===== src/rtl/elastic_pipe_if.sv =====
// Handshake bundle for elastic_pipe: upstream valid/ready/data, downstream
// valid/ready/data, flush and the occupancy count.
// The slave modport is the pipe's view; the master modport is the view of
// whatever drives the pipe and consumes its output.
interface elastic_pipe_if #(
    parameter int WIDTH = 32,
    parameter int DEPTH = 2
);
    localparam int CW = $clog2(2 * DEPTH + 1);

    logic             flush;
    logic             in_valid;
    logic             in_ready;
    logic [WIDTH-1:0] in_data;
    logic             out_valid;
    logic             out_ready;
    logic [WIDTH-1:0] out_data;
    logic [CW-1:0]    count;

    modport master (
        output flush, in_valid, in_data, out_ready,
        input  in_ready, out_valid, out_data, count
    );

    modport slave (
        input  flush, in_valid, in_data, out_ready,
        output in_ready, out_valid, out_data, count
    );
endinterface


===== src/rtl/elastic_pipe.sv =====
// elastic_pipe: DEPTH-stage valid/ready register pipeline with flush and an
// occupancy counter.
// Optional feature macro: ELASTIC_PIPE_SKID_EN
//   undefined : one register per stage, in_ready is combinational from
//               out_ready, capacity DEPTH.
//   defined   : each stage gets a skid register, in_ready comes straight
//               from a flop, capacity 2*DEPTH.
// Latency through an empty pipe is DEPTH cycles in both builds.
module elastic_pipe #(
    parameter int WIDTH = 32,
    parameter int DEPTH = 2
) (
    input logic          clk,
    input logic          rst,
    elastic_pipe_if.slave bus
);
    localparam int CW = $clog2(2 * DEPTH + 1);
`ifdef ELASTIC_PIPE_SKID_EN
    localparam int CAP = 2 * DEPTH;
`else
    localparam int CAP = DEPTH;
`endif
    localparam logic [CW-1:0] CAP_CNT = CW'(CAP);

    // Head register of each stage; the last one drives out_valid/out_data.
    logic [DEPTH-1:0] stage_valid;
    logic [WIDTH-1:0] stage_data [DEPTH];

    // What each stage is offered by its upstream neighbour this cycle.
    logic [DEPTH-1:0] up_valid;
    logic [WIDTH-1:0] up_data [DEPTH];

    logic             in_xfer;
    logic             out_xfer;
    logic [CW-1:0]    count_q;

    assign in_xfer  = bus.in_valid && bus.in_ready;
    assign out_xfer = bus.out_valid && bus.out_ready;

    assign bus.out_valid = stage_valid[DEPTH-1] && !bus.flush;
    assign bus.out_data  = stage_data[DEPTH-1];
    assign bus.count     = count_q;

    // Stage 0 is fed by the accepted input, every other stage by its predecessor's head.
    always_comb begin
        up_valid = '0;
        for (int k = 0; k < DEPTH; k++) begin
            up_data[k] = '0;
        end
        up_valid[0] = in_xfer;
        up_data[0]  = bus.in_data;
        for (int k = 1; k < DEPTH; k++) begin
            up_valid[k] = stage_valid[k-1];
            up_data[k]  = stage_data[k-1];
        end
    end

`ifdef ELASTIC_PIPE_SKID_EN
    logic [DEPTH-1:0] skid_valid;
    logic [WIDTH-1:0] skid_data [DEPTH];
    logic [DEPTH-1:0] down_ready;
    logic [DEPTH-1:0] up_xfer;

    // A stage accepts whenever its skid slot is free, so in_ready is just a flop.
    assign bus.in_ready = !skid_valid[0] && !bus.flush && !rst;

    // Downstream readiness of each stage is the (registered) free-skid flag of the next one.
    always_comb begin
        down_ready = '0;
        up_xfer    = '0;
        for (int k = 0; k < DEPTH - 1; k++) begin
            down_ready[k] = !skid_valid[k+1];
        end
        down_ready[DEPTH-1] = bus.out_ready;
        for (int k = 0; k < DEPTH; k++) begin
            up_xfer[k] = up_valid[k] && !skid_valid[k];
        end
    end

    // Head refills from the skid first; a stalled head diverts the incoming entry into the skid.
    always_ff @(posedge clk or posedge rst) begin
        if (rst) begin
            stage_valid <= '0;
            skid_valid  <= '0;
            for (int k = 0; k < DEPTH; k++) begin
                stage_data[k] <= '0;
                skid_data[k]  <= '0;
            end
        end else if (bus.flush) begin
            stage_valid <= '0;
            skid_valid  <= '0;
        end else begin
            for (int k = 0; k < DEPTH; k++) begin
                if (!stage_valid[k] || down_ready[k]) begin
                    if (skid_valid[k]) begin
                        stage_valid[k] <= 1'b1;
                        stage_data[k]  <= skid_data[k];
                        skid_valid[k]  <= 1'b0;
                    end else begin
                        stage_valid[k] <= up_xfer[k];
                        if (up_xfer[k]) begin
                            stage_data[k] <= up_data[k];
                        end
                    end
                end else if (up_xfer[k]) begin
                    skid_valid[k] <= 1'b1;
                    skid_data[k]  <= up_data[k];
                end
            end
        end
    end
`else
    // stage_ready[k]: stage k may load this cycle; index DEPTH is the sink.
    logic [DEPTH:0] stage_ready;

    assign bus.in_ready = stage_ready[0] && !bus.flush && !rst;

    // Ready ripples back from the sink: a stage may load when empty or when its entry moves on.
    always_comb begin
        stage_ready        = '0;
        stage_ready[DEPTH] = bus.out_ready;
        for (int k = DEPTH - 1; k >= 0; k--) begin
            stage_ready[k] = !stage_valid[k] || stage_ready[k+1];
        end
    end

    // Every stage that may load takes whatever its upstream offers, bubble or entry.
    always_ff @(posedge clk or posedge rst) begin
        if (rst) begin
            stage_valid <= '0;
            for (int k = 0; k < DEPTH; k++) begin
                stage_data[k] <= '0;
            end
        end else if (bus.flush) begin
            stage_valid <= '0;
        end else begin
            for (int k = 0; k < DEPTH; k++) begin
                if (stage_ready[k]) begin
                    stage_valid[k] <= up_valid[k];
                    if (up_valid[k]) begin
                        stage_data[k] <= up_data[k];
                    end
                end
            end
        end
    end
`endif

    // Occupancy follows the two handshakes; flush empties it, and it never passes capacity or zero.
    always_ff @(posedge clk or posedge rst) begin
        if (rst) begin
            count_q <= '0;
        end else if (bus.flush) begin
            count_q <= '0;
        end else if (in_xfer && !out_xfer && count_q != CAP_CNT) begin
            count_q <= count_q + 1'b1;
        end else if (out_xfer && !in_xfer && count_q != '0) begin
            count_q <= count_q - 1'b1;
        end
    end
endmodule

===== src/flat_wrapper.sv =====
// flat-port wrapper written by rule: the top's interface ports become plain ports
module elastic_pipe_flat 
#(
    parameter int WIDTH = 32,
    parameter int DEPTH = 2
)
  (clk, rst, bus_flush, bus_in_valid, bus_in_data, bus_out_ready, bus_in_ready, bus_out_valid, bus_out_data, bus_count);
  elastic_pipe_if #(.WIDTH(WIDTH), .DEPTH(DEPTH)) bus_i ();
  input logic clk;
  input logic rst;
  input wire logic [$bits(bus_i.flush)-1:0] bus_flush;
  input wire logic [$bits(bus_i.in_valid)-1:0] bus_in_valid;
  input wire logic [$bits(bus_i.in_data)-1:0] bus_in_data;
  input wire logic [$bits(bus_i.out_ready)-1:0] bus_out_ready;
  output wire logic [$bits(bus_i.in_ready)-1:0] bus_in_ready;
  output wire logic [$bits(bus_i.out_valid)-1:0] bus_out_valid;
  output wire logic [$bits(bus_i.out_data)-1:0] bus_out_data;
  output wire logic [$bits(bus_i.count)-1:0] bus_count;
  assign bus_i.flush = bus_flush;
  assign bus_i.in_valid = bus_in_valid;
  assign bus_i.in_data = bus_in_data;
  assign bus_i.out_ready = bus_out_ready;
  assign bus_in_ready = bus_i.in_ready;
  assign bus_out_valid = bus_i.out_valid;
  assign bus_out_data = bus_i.out_data;
  assign bus_count = bus_i.count;
  elastic_pipe #(.WIDTH(WIDTH), .DEPTH(DEPTH)) u_core (.clk(clk), .rst(rst), .bus(bus_i));
endmodule

===== config.mk =====
export PLATFORM = sky130hd
export DESIGN_NAME = elastic_pipe_flat
export DESIGN_NICKNAME = d
export VERILOG_FILES = /design/src/rtl/elastic_pipe_if.sv /design/src/rtl/elastic_pipe.sv /design/src/flat_wrapper.sv
export SDC_FILE = /design/constraint.sdc
export NUM_CORES = 1
export LEC_CHECK = 0
export CORE_ASPECT_RATIO = 1.5
export CORE_UTILIZATION = 35
export DETAILED_ROUTE_END_ITERATION = 16
export PLACE_DENSITY = 0.66
export SYNTH_ARGS = -nofsm -noshare
export SYNTH_HDL_FRONTEND = slang
export SYNTH_SLANG_ARGS = --single-unit

===== constraint.sdc =====
create_clock -name clk -period 4.64 [get_ports clk]
set_input_delay 0.928 -clock clk [delete_from_list [all_inputs] [get_ports clk]]
set_output_delay 0.928 -clock clk [all_outputs]
set_load 0.01 [all_outputs]

==> metrics.yaml, run 1 <==
status: "finished, final reports clean"
min-delay-start: "u_core.stage_data[48]"
reported_leakage_power_nw: 1.653
diodes: 0
antenna_found_initial: 0
setup_total_neg_slack_ns: 0
ys_warn_count: 0
timing.hold.worst_path_depth: 1
finalSetupViolCount: 0
die-width_um: 77.01
place.port_buffers: 73
die_area_mm2: 0.008819
fmax_mhz: 296.4
worst_setup_path_start_kind: "input pin"
r2r_cells: 5
nNetsFinal: 288
startpoint_of_the_lowest_slack_register_to_register_path: "u_core.stage_valid[0]"
post-layout-total-power_mw: 2.004
cts_inserted_buffers: 9
yosys_register_bits: 69
postRouteAntennaNets: 0
hold_path_end: "u_core.bus.out_data[16]"
clock_skew_ns: 0.003575
detailroute.via_count: 1646
hold_violations: 0
cts_repair_resize_count: 0
synth_edf_count: 0
relSlewSlack_pct: 43.49
setup.reg_to_reg.worst_slack_ns: 2.60
synthDominantCellAreaShare_pct: 58.45
tritoncts: "done"
hold-worst-slack_ns: 0.4986
pre_cts_ws_ns: 1.256
place.gp.congestion: 0.7316
numClockSinks: 69
drcViolationCount: 0
utilization_pct: 47.72
crit_slowest_cell: "clkdlybuf4s50_1"
cp_top_family: "buffers and inverters"
fp.coreArea_mm2: 0.008108
ys_top_cells_by_area: "dfrtp_1 (58%), mux2_2 (24%), buf_4 (8.9%), mux2i_1 (1.0%), inv_1 (0.76%)"
route.final.wire_length_um: 5167
vias_in_the_first_global_route: 1745
timing.critical_path.required_ns: 3.71
post_synth.cell_area_avg_um2: 14.77
synth_area_mm2: 0.002954
cts_root_buf: "clkbuf_16"
syn_nets: 238
post_drt_wl_per_cell_um: 14.43
tightest_slew_ns: 0.8464
die_h_um: 114.5
worst_setup_hold_path_clk_slew_ns: 0.05
grt_start_max_net_pins: 42
final.min_clock_period_ns: 3.373
vdd_ir_drop_max_v: 0.0002423
worst_r2r_endpoint: "u_core.bus.count[2]"
synth.top_cells.by_count: "dfrtp_1 (69), mux2_2 (64), buf_4 (35)"
viasPerCell: 4.598
design.portCount: 74
rsz0062_at_grt: "false"
rows: 40
buffers_and_inverters_on_the_worst_path: 2
syn_inst: 200
crit_path_cell_trace: "clkdlybuf4s50_1 -> and3b_1 -> nor3_1 -> clkdlybuf4s50_1"
fin_crit_sh_pct: 72.70
grt_remaining_overflow: 0
synth_top_area_cell: "dfrtp_1"
global_route_wire_length_before_repair_um: 8673
endpoint_kind: "primary output"
async_set_or_reset_register_ratio_after_synthesis_pct: 100.0
arrival_ns: 2.45
pwr_density_cell_mw_per_mm2: 518.1
maxSlewViolCount: 0
synthMostInstantiatedCell: "dfrtp_1"
fraction_of_the_yosys_area_taken_by_sequential_cells_pct: 58.45
clk_path_buf_depth: 2
cts_htree_levels: 3
initial_utilization_pct: 36.44
max-cap-violations: 0
critical_path.max_fanout: 5
dr.first_iter.drc_count: 36
dominantRegCellSynth: "dfrtp_1"
place.detailed.hpwl_um: 3600
final_critical_path_setup_slack_ns: 1.267
critical_path.max_stage_delay_ns: 0.56
drt_first_pass_iters: 3
worstSkewPairLatency_ns: 0.32
drive_gt1_share_pct: 34.39
cpMostUsedCell: "clkdlybuf4s50_1"
setup.worst_path.class: "in -> out"
setup_repair_bufs_after_cts: 0
worstHoldPathType: "reg -> reg"
grt_util_all_layers_pct: 13.26
synthDistinctLibCells: 23
ctsHoldBuffers: 0
layout-area-overhead-vs-synth_pct: 30.96
stage by stage:
stage	cell area [um^2]	instances
finish	3869	358
global route	3869	358
CTS	3869	358
detailed placement	3568	344
global placement	3568	344
floorplan	2954	200
placed cells by master (no fill, tap or decap), drive strengths merged:
master	Yosys	routed
or3	1	1
nor4	1	1
or3b	1	1
bufinv	0	1
nand2b	3	3
nand3b	1	1
a31o	1	1
dfrtp	69	69
clkdlybuf4s50	0	73
and3b	2	2
a41o	1	1
clkbuf	0	13
nor2	1	1
nor3	1	1
fa	1	1
buf	38	4
nor2b	1	1
a21oi	1	1
nand4	1	1
nor3b	1	1
mux2	64	64
inv	6	6
a2bb2oi	1	1
mux2i	3	3
nand2	1	1
worst register-to-register path: stages (launching register included):
cell and delay [ns]:
dfrtp_1 0.42, and3b_1 0.26, nor2_4 0.54, buf_4 0.35, a2bb2oi_1 0.22, mux2i_1 0.19
registers in the layout, indices dropped and copies added (netlist names):
| register | cells |
|---|---|
| u_core.bus.out_data | 32 |
| u_core.stage_data | 32 |
| u_core.bus.count | 3 |
| u_core.stage_valid | 2 |
worst max path at each step:
| stage | start | endpoint | slack [ns] | cells after the start |
|---|---|---|---|---|
| 2_1_floorplan | rst | u_core.bus.count[0] | 1.97 | 1 |
| 3_3_place_gp | bus_out_ready | bus_in_ready | 1.28 | 4 |
| 3_5_place_dp | bus_out_ready | bus_in_ready | 1.26 | 4 |
| 4_1_cts | bus_out_ready | bus_in_ready | 1.25 | 4 |
| 5_1_grt | bus_out_ready | bus_in_ready | 1.17 | 4 |
| 6_report | bus_out_ready | bus_in_ready | 1.27 | 4 |
cells by family (layout without fill, tap and decap cells):
logic type	Yosys count	after routing	synth area share [%]
buffers and inverters	44	97	10.16
AOI/OAI and AO/OA	4	4	1.144
adders and majority gates	1	1	0.6777
DFF	69	69	58.45
muxes	67	67	25.41
and+or+nand+nor	15	15	4.151
routing by layer:
layer,up-vias,wire [um],global-route usage [%]
met5,-,0,0
li1,752,-,-
met4,0,159,9.057
met1,838,2037,14.44
met2,44,2794,22.98
met3,12,176,2.869
power by group:
part           internal (mW)  leakage (nW)  switching [mW]
logic                  0.326         0.670           0.162
registers              0.761         0.835          0.0781
clock network          0.453         0.148           0.224
total                   1.54          1.65           0.464
area by class of cell:
| cell class | count | area [um^2] |
|---|---|---|
| Timing Repair Buffer | 77 | 760.7 |
| Fill cell | 767 | 4239 |
| Sequential cell | 69 | 1727 |
| Multi-Input combinational cell | 87 | 927.1 |
| Clock inverter | 1 | 30.03 |
| Clock buffer | 13 | 270.3 |
| Tap cell | 105 | 131.4 |
| Inverter | 6 | 22.52 |
No activity file was read; power rests on OpenSTA's default activity.
==> run 2, diff against run 1 <==
Settings changed: PLACE_DENSITY 0.66 to 0.68.
Clock period 4.64 ns to 2.8 ns, I/O delays scaled along.
==> run 2 against run 1 <==
  * Highest routed layer unchanged
  * Final cell count rose by 1.4%
  * Via count rose by 0.43%
  * Total power rose by 59%
  * Global-route usage fell by 0.18 points
  * Register-to-register slack got worse by 1.7 ns
  * Setup slack got worse by 1.0 ns
  * Utilization barely moved
  * Worst hold slack got worse by 0.0016 ns
  * Design area barely moved
  * First-iteration DRC count rose by 2.8%
  * Routed wire length fell by 0.77%
  * Clock skew barely moved
==> metrics.yaml, run 2 (same netlist as run 1, synthesis figures left out) <==
arrival_ns: 2.02  # -0.43 ns
hold_path_end: "u_core.bus.out_data[15]"
worstHoldPathType: "reg -> reg"
worstSkewPairLatency_ns: 0.32  # about the same
die_h_um: 114.5  # unchanged
setup.worst_path.class: "in -> out"
grt_remaining_overflow: 0  # unchanged
ctsHoldBuffers: 0  # unchanged
startpoint: "bus_out_ready"
max-cap-violations: 0  # unchanged
finalSetupViolCount: 0  # unchanged
worst_setup_path_start_kind: "input pin"
die_area_mm2: 0.008819  # unchanged
drive_gt1_share_pct: 34.88  # +0.50 points
crit_slowest_cell: "clkdlybuf4s50_1"
setup.reg_to_reg.worst_slack_ns: 0.94  # -1.66 ns
drcViolationCount: 0  # unchanged
global_route_wire_length_before_repair_um: 8631  # -0.48%
startpoint_of_the_lowest_slack_register_to_register_path: "u_core.stage_valid[1]"
route.final.wire_length_um: 5127  # -0.77%
nNetsFinal: 292  # +1.4%
fmax_mhz: 388.2
drt_first_pass_iters: 5  # +2
rsz0062_at_grt: "false"
diodes: 0  # unchanged
layout-area-overhead-vs-synth_pct: 31.05  # about the same
post_drt_wl_per_cell_um: 14.12  # -2.1%
die-width_um: 77.01  # unchanged
filler_free_cell_count_of_the_finished_design: 363  # +1.4%
dr.first_iter.drc_count: 37  # +2.8%
fp.coreArea_mm2: 0.008108  # unchanged
hold_violations: 0  # unchanged
clk_path_buf_depth: 2  # unchanged
cts_repair_resize_count: 0  # unchanged
cp_top_family: "buffers and inverters"
reported_leakage_power_nw: 1.659  # +0.40%
vias_in_the_first_global_route: 1814  # +4.0%
design.portCount: 74  # unchanged
grt_start_max_net_pins: 29  # -31%
cpMostUsedCell: "clkdlybuf4s50_1"
place.port_buffers: 73  # unchanged
final_critical_path_setup_slack_ns: 0.2239  # -1.043 ns
fin_crit_sh_pct: 92.00
setup_total_neg_slack_ns: 0  # unchanged
pwr_density_cell_mw_per_mm2: 825.3  # +59%
rows: 40  # unchanged
final.min_clock_period_ns: 2.576
grt_util_all_layers_pct: 13.08  # -0.18 points
vdd_ir_drop_max_v: 0.0003479  # +44%
min-delay-start: "u_core.stage_data[47]"
layout.cells.most_common: "clkdlybuf4s50_1"
critical_path.max_stage_delay_ns: 0.56  # about the same
maxSlewViolCount: 0  # unchanged
cts_root_buf: "clkbuf_16"
timing.critical_path.required_ns: 2.24  # -1.47 ns
tritoncts: "done"
cts_inserted_buffers: 9  # unchanged
postRouteAntennaNets: 0  # unchanged
register_area_mm2: 0.001727  # unchanged
initial_utilization_pct: 36.44  # unchanged
numClockSinks: 69  # unchanged
setup_repair_bufs_after_cts: 0  # unchanged
timing.critical_path.depth: 4  # unchanged
place_inst: 348  # +1.2%
timing.hold.worst_path_depth: 1  # unchanged
r2r_cells: 7  # +2
crit_path_cell_trace: "clkdlybuf4s50_1 -> and3b_1 -> nor3_1 -> clkdlybuf4s50_1"
mostFrequentLayoutCells: "clkdlybuf4s50_1 (73), dfrtp_1 (69), mux2_2 (64), clkbuf_16 (9), buf_4 (7)"
pre_cts_ws_ns: 0.1409  # -1.115 ns
worst_r2r_endpoint: "u_core.bus.count[2]"
endpoint_kind: "primary output"
detailroute.via_count: 1653  # +0.43%
buffers_and_inverters_on_the_worst_path: 2  # unchanged
relSlewSlack_pct: 70.95  # +27 points
multi_input_area_um2: 927.1  # unchanged
place.detailed.hpwl_um: 3519  # -2.3%
viasPerCell: 4.554  # -0.96%
status: "finished, final reports clean"
place.gp.congestion: 0.7435  # +1.6%
num-fill-cells: 743  # -3.1%
tightest_slew_ns: 0.4351  # -0.4113 ns
cts_htree_levels: 3  # unchanged
worst_setup_hold_path_clk_slew_ns: 0.05  # about the same
clock_skew_ns: 0.003354  # -0.0002207 ns
antenna_found_initial: 0  # unchanged
critical_path.max_fanout: 5  # unchanged
run 2: changes by cell type in the layout (fill, tap and decap cells not counted):
cell       change
clkbuf_1       +2
buf_12         +1
clkinv_2       +2
clkbuf_8       -2
buf_4          +3
bufinv_16      -1
run 2: per-layer routing:
metal / routed length [um] / up-vias / GRT usage, %
li1: - / 764 / -
met1: 2167 / 841 / 14.88
met2: 2608 / 43 / 21.67
met3: 238 / 5 / 3.347
met4: 113 / 0 / 8.679
met5: 0 / - / 0
run 2: worst max path at each step:
stage	end	slack [ns]
3_3_place_gp	u_core.bus.count[2]	0.20
2_1_floorplan	u_core.bus.count[0]	0.50
3_5_place_dp	u_core.bus.count[2]	0.14
6_report	bus_in_ready	0.22
5_1_grt	bus_in_ready	0.16
4_1_cts	bus_in_ready	0.22
run 2: area by class of cell:
cell class	instances	area share (%)
well taps	105	3.394
multi-input cells	87	23.95
repair buffers	81	20.75
inverters	6	0.5818
flip-flops and latches	69	44.60
clock inverters	2	0.2586
clock buffers	13	6.464
run 2: power breakdown:
group / internal [mW] / leakage, nW / switching, mW / total, mW
logic: 0.543 / 0.695 / 0.267 / 0.810
registers: 1.26 / 0.835 / 0.129 / 1.39
clock network: 0.615 / 0.129 / 0.378 / 0.994
total: 2.42 / 1.66 / 0.775 / 3.20
run 2: through the flow:
stage | power (mW) | cell area (um^2) | hold slack, ns | utilization, %
global route | 3.381 | 3871 | 0.5186 | 47.75
floorplan | 1.985 | 2954 | 0.4766 | -
detailed placement | 2.237 | 3611 | 0.4896 | 44.54
global placement | 2.212 | 3611 | 0.4816 | 44.54
finish | 3.195 | 3871 | 0.4970 | 47.75
CTS | 3.261 | 3871 | 0.5014 | 47.75
==> run 3, diff against run 2 <==
Settings changed: CELL_PAD_IN_SITES_DETAIL_PLACEMENT from default to 0, CELL_PAD_IN_SITES_GLOBAL_PLACEMENT from default to 1, GPL_ROUTABILITY_DRIVEN from default to 0, PLACE_DENSITY 0.68 to 0.81.
==> run 3 against run 2 <==
  * Die area did not move
  * Count of clock-buffer cells in the layout rose by 3
  * Critical endpoint is now bus_out_valid
  * Register-to-register slack barely moved
==> metrics.yaml, run 3 (same netlist as run 1, synthesis figures left out) <==
status: "finished, final reports clean"
cts_htree_levels: 3  # unchanged
detailroute.via_count: 1666  # +0.79%
place.port_buffers: 73  # unchanged
die_area_mm2: 0.008819  # unchanged
multi_input_area_um2: 927.1  # unchanged
ctsHoldBuffers: 0  # unchanged
setup.worst_path.class: "in -> out"
post_drt_wl_per_cell_um: 13.94  # -1.3%
maxSlewViolCount: 0  # unchanged
numClockSinks: 69  # unchanged
grt_util_all_layers_pct: 12.62  # -0.46 points
startpoint_of_the_lowest_slack_register_to_register_path: "u_core.bus.count[2]"
pwr_density_cell_mw_per_mm2: 836.2  # +1.3%
route.final.wire_length_um: 5059  # -1.3%
diodes: 0  # unchanged
hold_violations: 0  # unchanged
place.detailed.hpwl_um: 3562  # +1.2%
rsz0062_at_grt: "false"
fin_crit_sh_pct: 91.48  # -0.53 points
fp.coreArea_mm2: 0.008108  # unchanged
endpoint_kind: "primary output"
clk_path_buf_depth: 2  # unchanged
drcViolationCount: 0  # unchanged
layout.cells.most_common: "clkdlybuf4s50_1"
dr.first_iter.drc_count: 45  # +22%
global_route_wire_length_before_repair_um: 8314  # -3.7%
viasPerCell: 4.590  # +0.79%
cts_inserted_buffers: 9  # unchanged
worst_setup_path_start_kind: "input pin"
setup_repair_bufs_after_cts: 0  # unchanged
design.portCount: 74  # unchanged
timing.critical_path.required_ns: 2.24  # about the same
grt_start_max_net_pins: 35  # +21%
postRouteAntennaNets: 0  # unchanged
arrival_ns: 2.00  # -0.02 ns
mostFrequentLayoutCells: "clkdlybuf4s50_1 (73), dfrtp_1 (69), mux2_2 (64), clkbuf_16 (9), buf_4 (6)"
layout-area-overhead-vs-synth_pct: 31.85
fmax_mhz: 390.4  # +0.58%
tritoncts: "done"
vias_in_the_first_global_route: 1760  # -3.0%
nNetsFinal: 291  # -0.34%
num-fill-cells: 750  # +0.94%
die_h_um: 114.5  # unchanged
worstSkewPairLatency_ns: 0.32  # about the same
tightest_slew_ns: 0.5656  # +0.1305 ns
utilization_pct: 48.04  # +0.29 points
worstHoldPathType: "reg -> reg"
grt_remaining_overflow: 0  # unchanged
setup_total_neg_slack_ns: 0  # unchanged
max-cap-violations: 0  # unchanged
register_area_mm2: 0.001727  # unchanged
clock_skew_ns: 0.004410  # +0.001056 ns
vdd_ir_drop_max_v: 0.0003310  # -4.9%
cts_repair_resize_count: 0  # unchanged
critical_path.max_fanout: 9  # +4
final.min_clock_period_ns: 2.561  # -0.01480 ns
drt_first_pass_iters: 3  # -2
finalSetupViolCount: 0  # unchanged
startpoint: "bus_flush"
relSlewSlack_pct: 62.24  # -8.7 points
rows: 40  # unchanged
initial_utilization_pct: 36.44  # unchanged
cts_root_buf: "clkbuf_16"
reported_leakage_power_nw: 1.668  # +0.54%
worst_setup_hold_path_clk_slew_ns: 0.05  # about the same
antenna_found_initial: 0  # unchanged
min-delay-start: "u_core.bus.out_data[7]"
drive_gt1_share_pct: 34.88  # unchanged
die-width_um: 77.01  # unchanged
run 3: layout make-up:
cell class	count	area share, %
Inverter	6	0.5782
Sequential cell	69	44.33
Tap cell	105	3.373
Timing Repair Buffer	80	20.43
Clock buffer	16	7.485
Multi-Input combinational cell	87	23.80
run 3: final timing paths:
kind	end	slack (ns)	cells after the start
max in group asynchronous	u_core.stage_valid[1]	1.53	3
min in group asynchronous	u_core.stage_valid[0]	0.69	2
hold / removal	u_core.bus.out_data[7]	0.50	1
setup reg to reg	u_core.bus.count[2]	0.93	6
hold reg to reg	u_core.bus.out_data[7]	0.50	1
setup / recovery	bus_out_valid	0.24	3
run 3: worst max-delay path: stages:
cell,delay (ns)
clkdlybuf4s50_1,0.52
nor2b_1,0.32
clkdlybuf4s50_1,0.60
run 3: where the power goes:
group | switching [mW] | internal, mW
Combinational | 0.268 | 0.543
Sequential | 0.132 | 1.26
Clock | 0.356 | 0.696
run 3: routing by layer:
metal	track usage, %	vias to the layer above	wire length [um]
met1	13.05	856	1965
met3	3.586	9	215
li1	-	762	-
met2	22.74	39	2771
met5	0	-	0
met4	7.170	0	106
run 3: stage by stage:
step / setup slack (ns) / std cells / cell area [um^2] / hold WS (ns) / total power [mW]
final: 0.2387 / 363 / 3895 / 0.4990 / 3.257
after global routing: 0.1311 / 363 / 3895 / 0.5186 / 3.444
after CTS: 0.2376 / 363 / 3895 / 0.5011 / 3.311
after detailed placement: 0.1392 / 347 / 3603 / 0.4905 / 2.241
after global placement: 0.1793 / 347 / 3603 / 0.4832 / 2.214
after floorplan: 0.5001 / 200 / 2954 / 0.4766 / 1.985
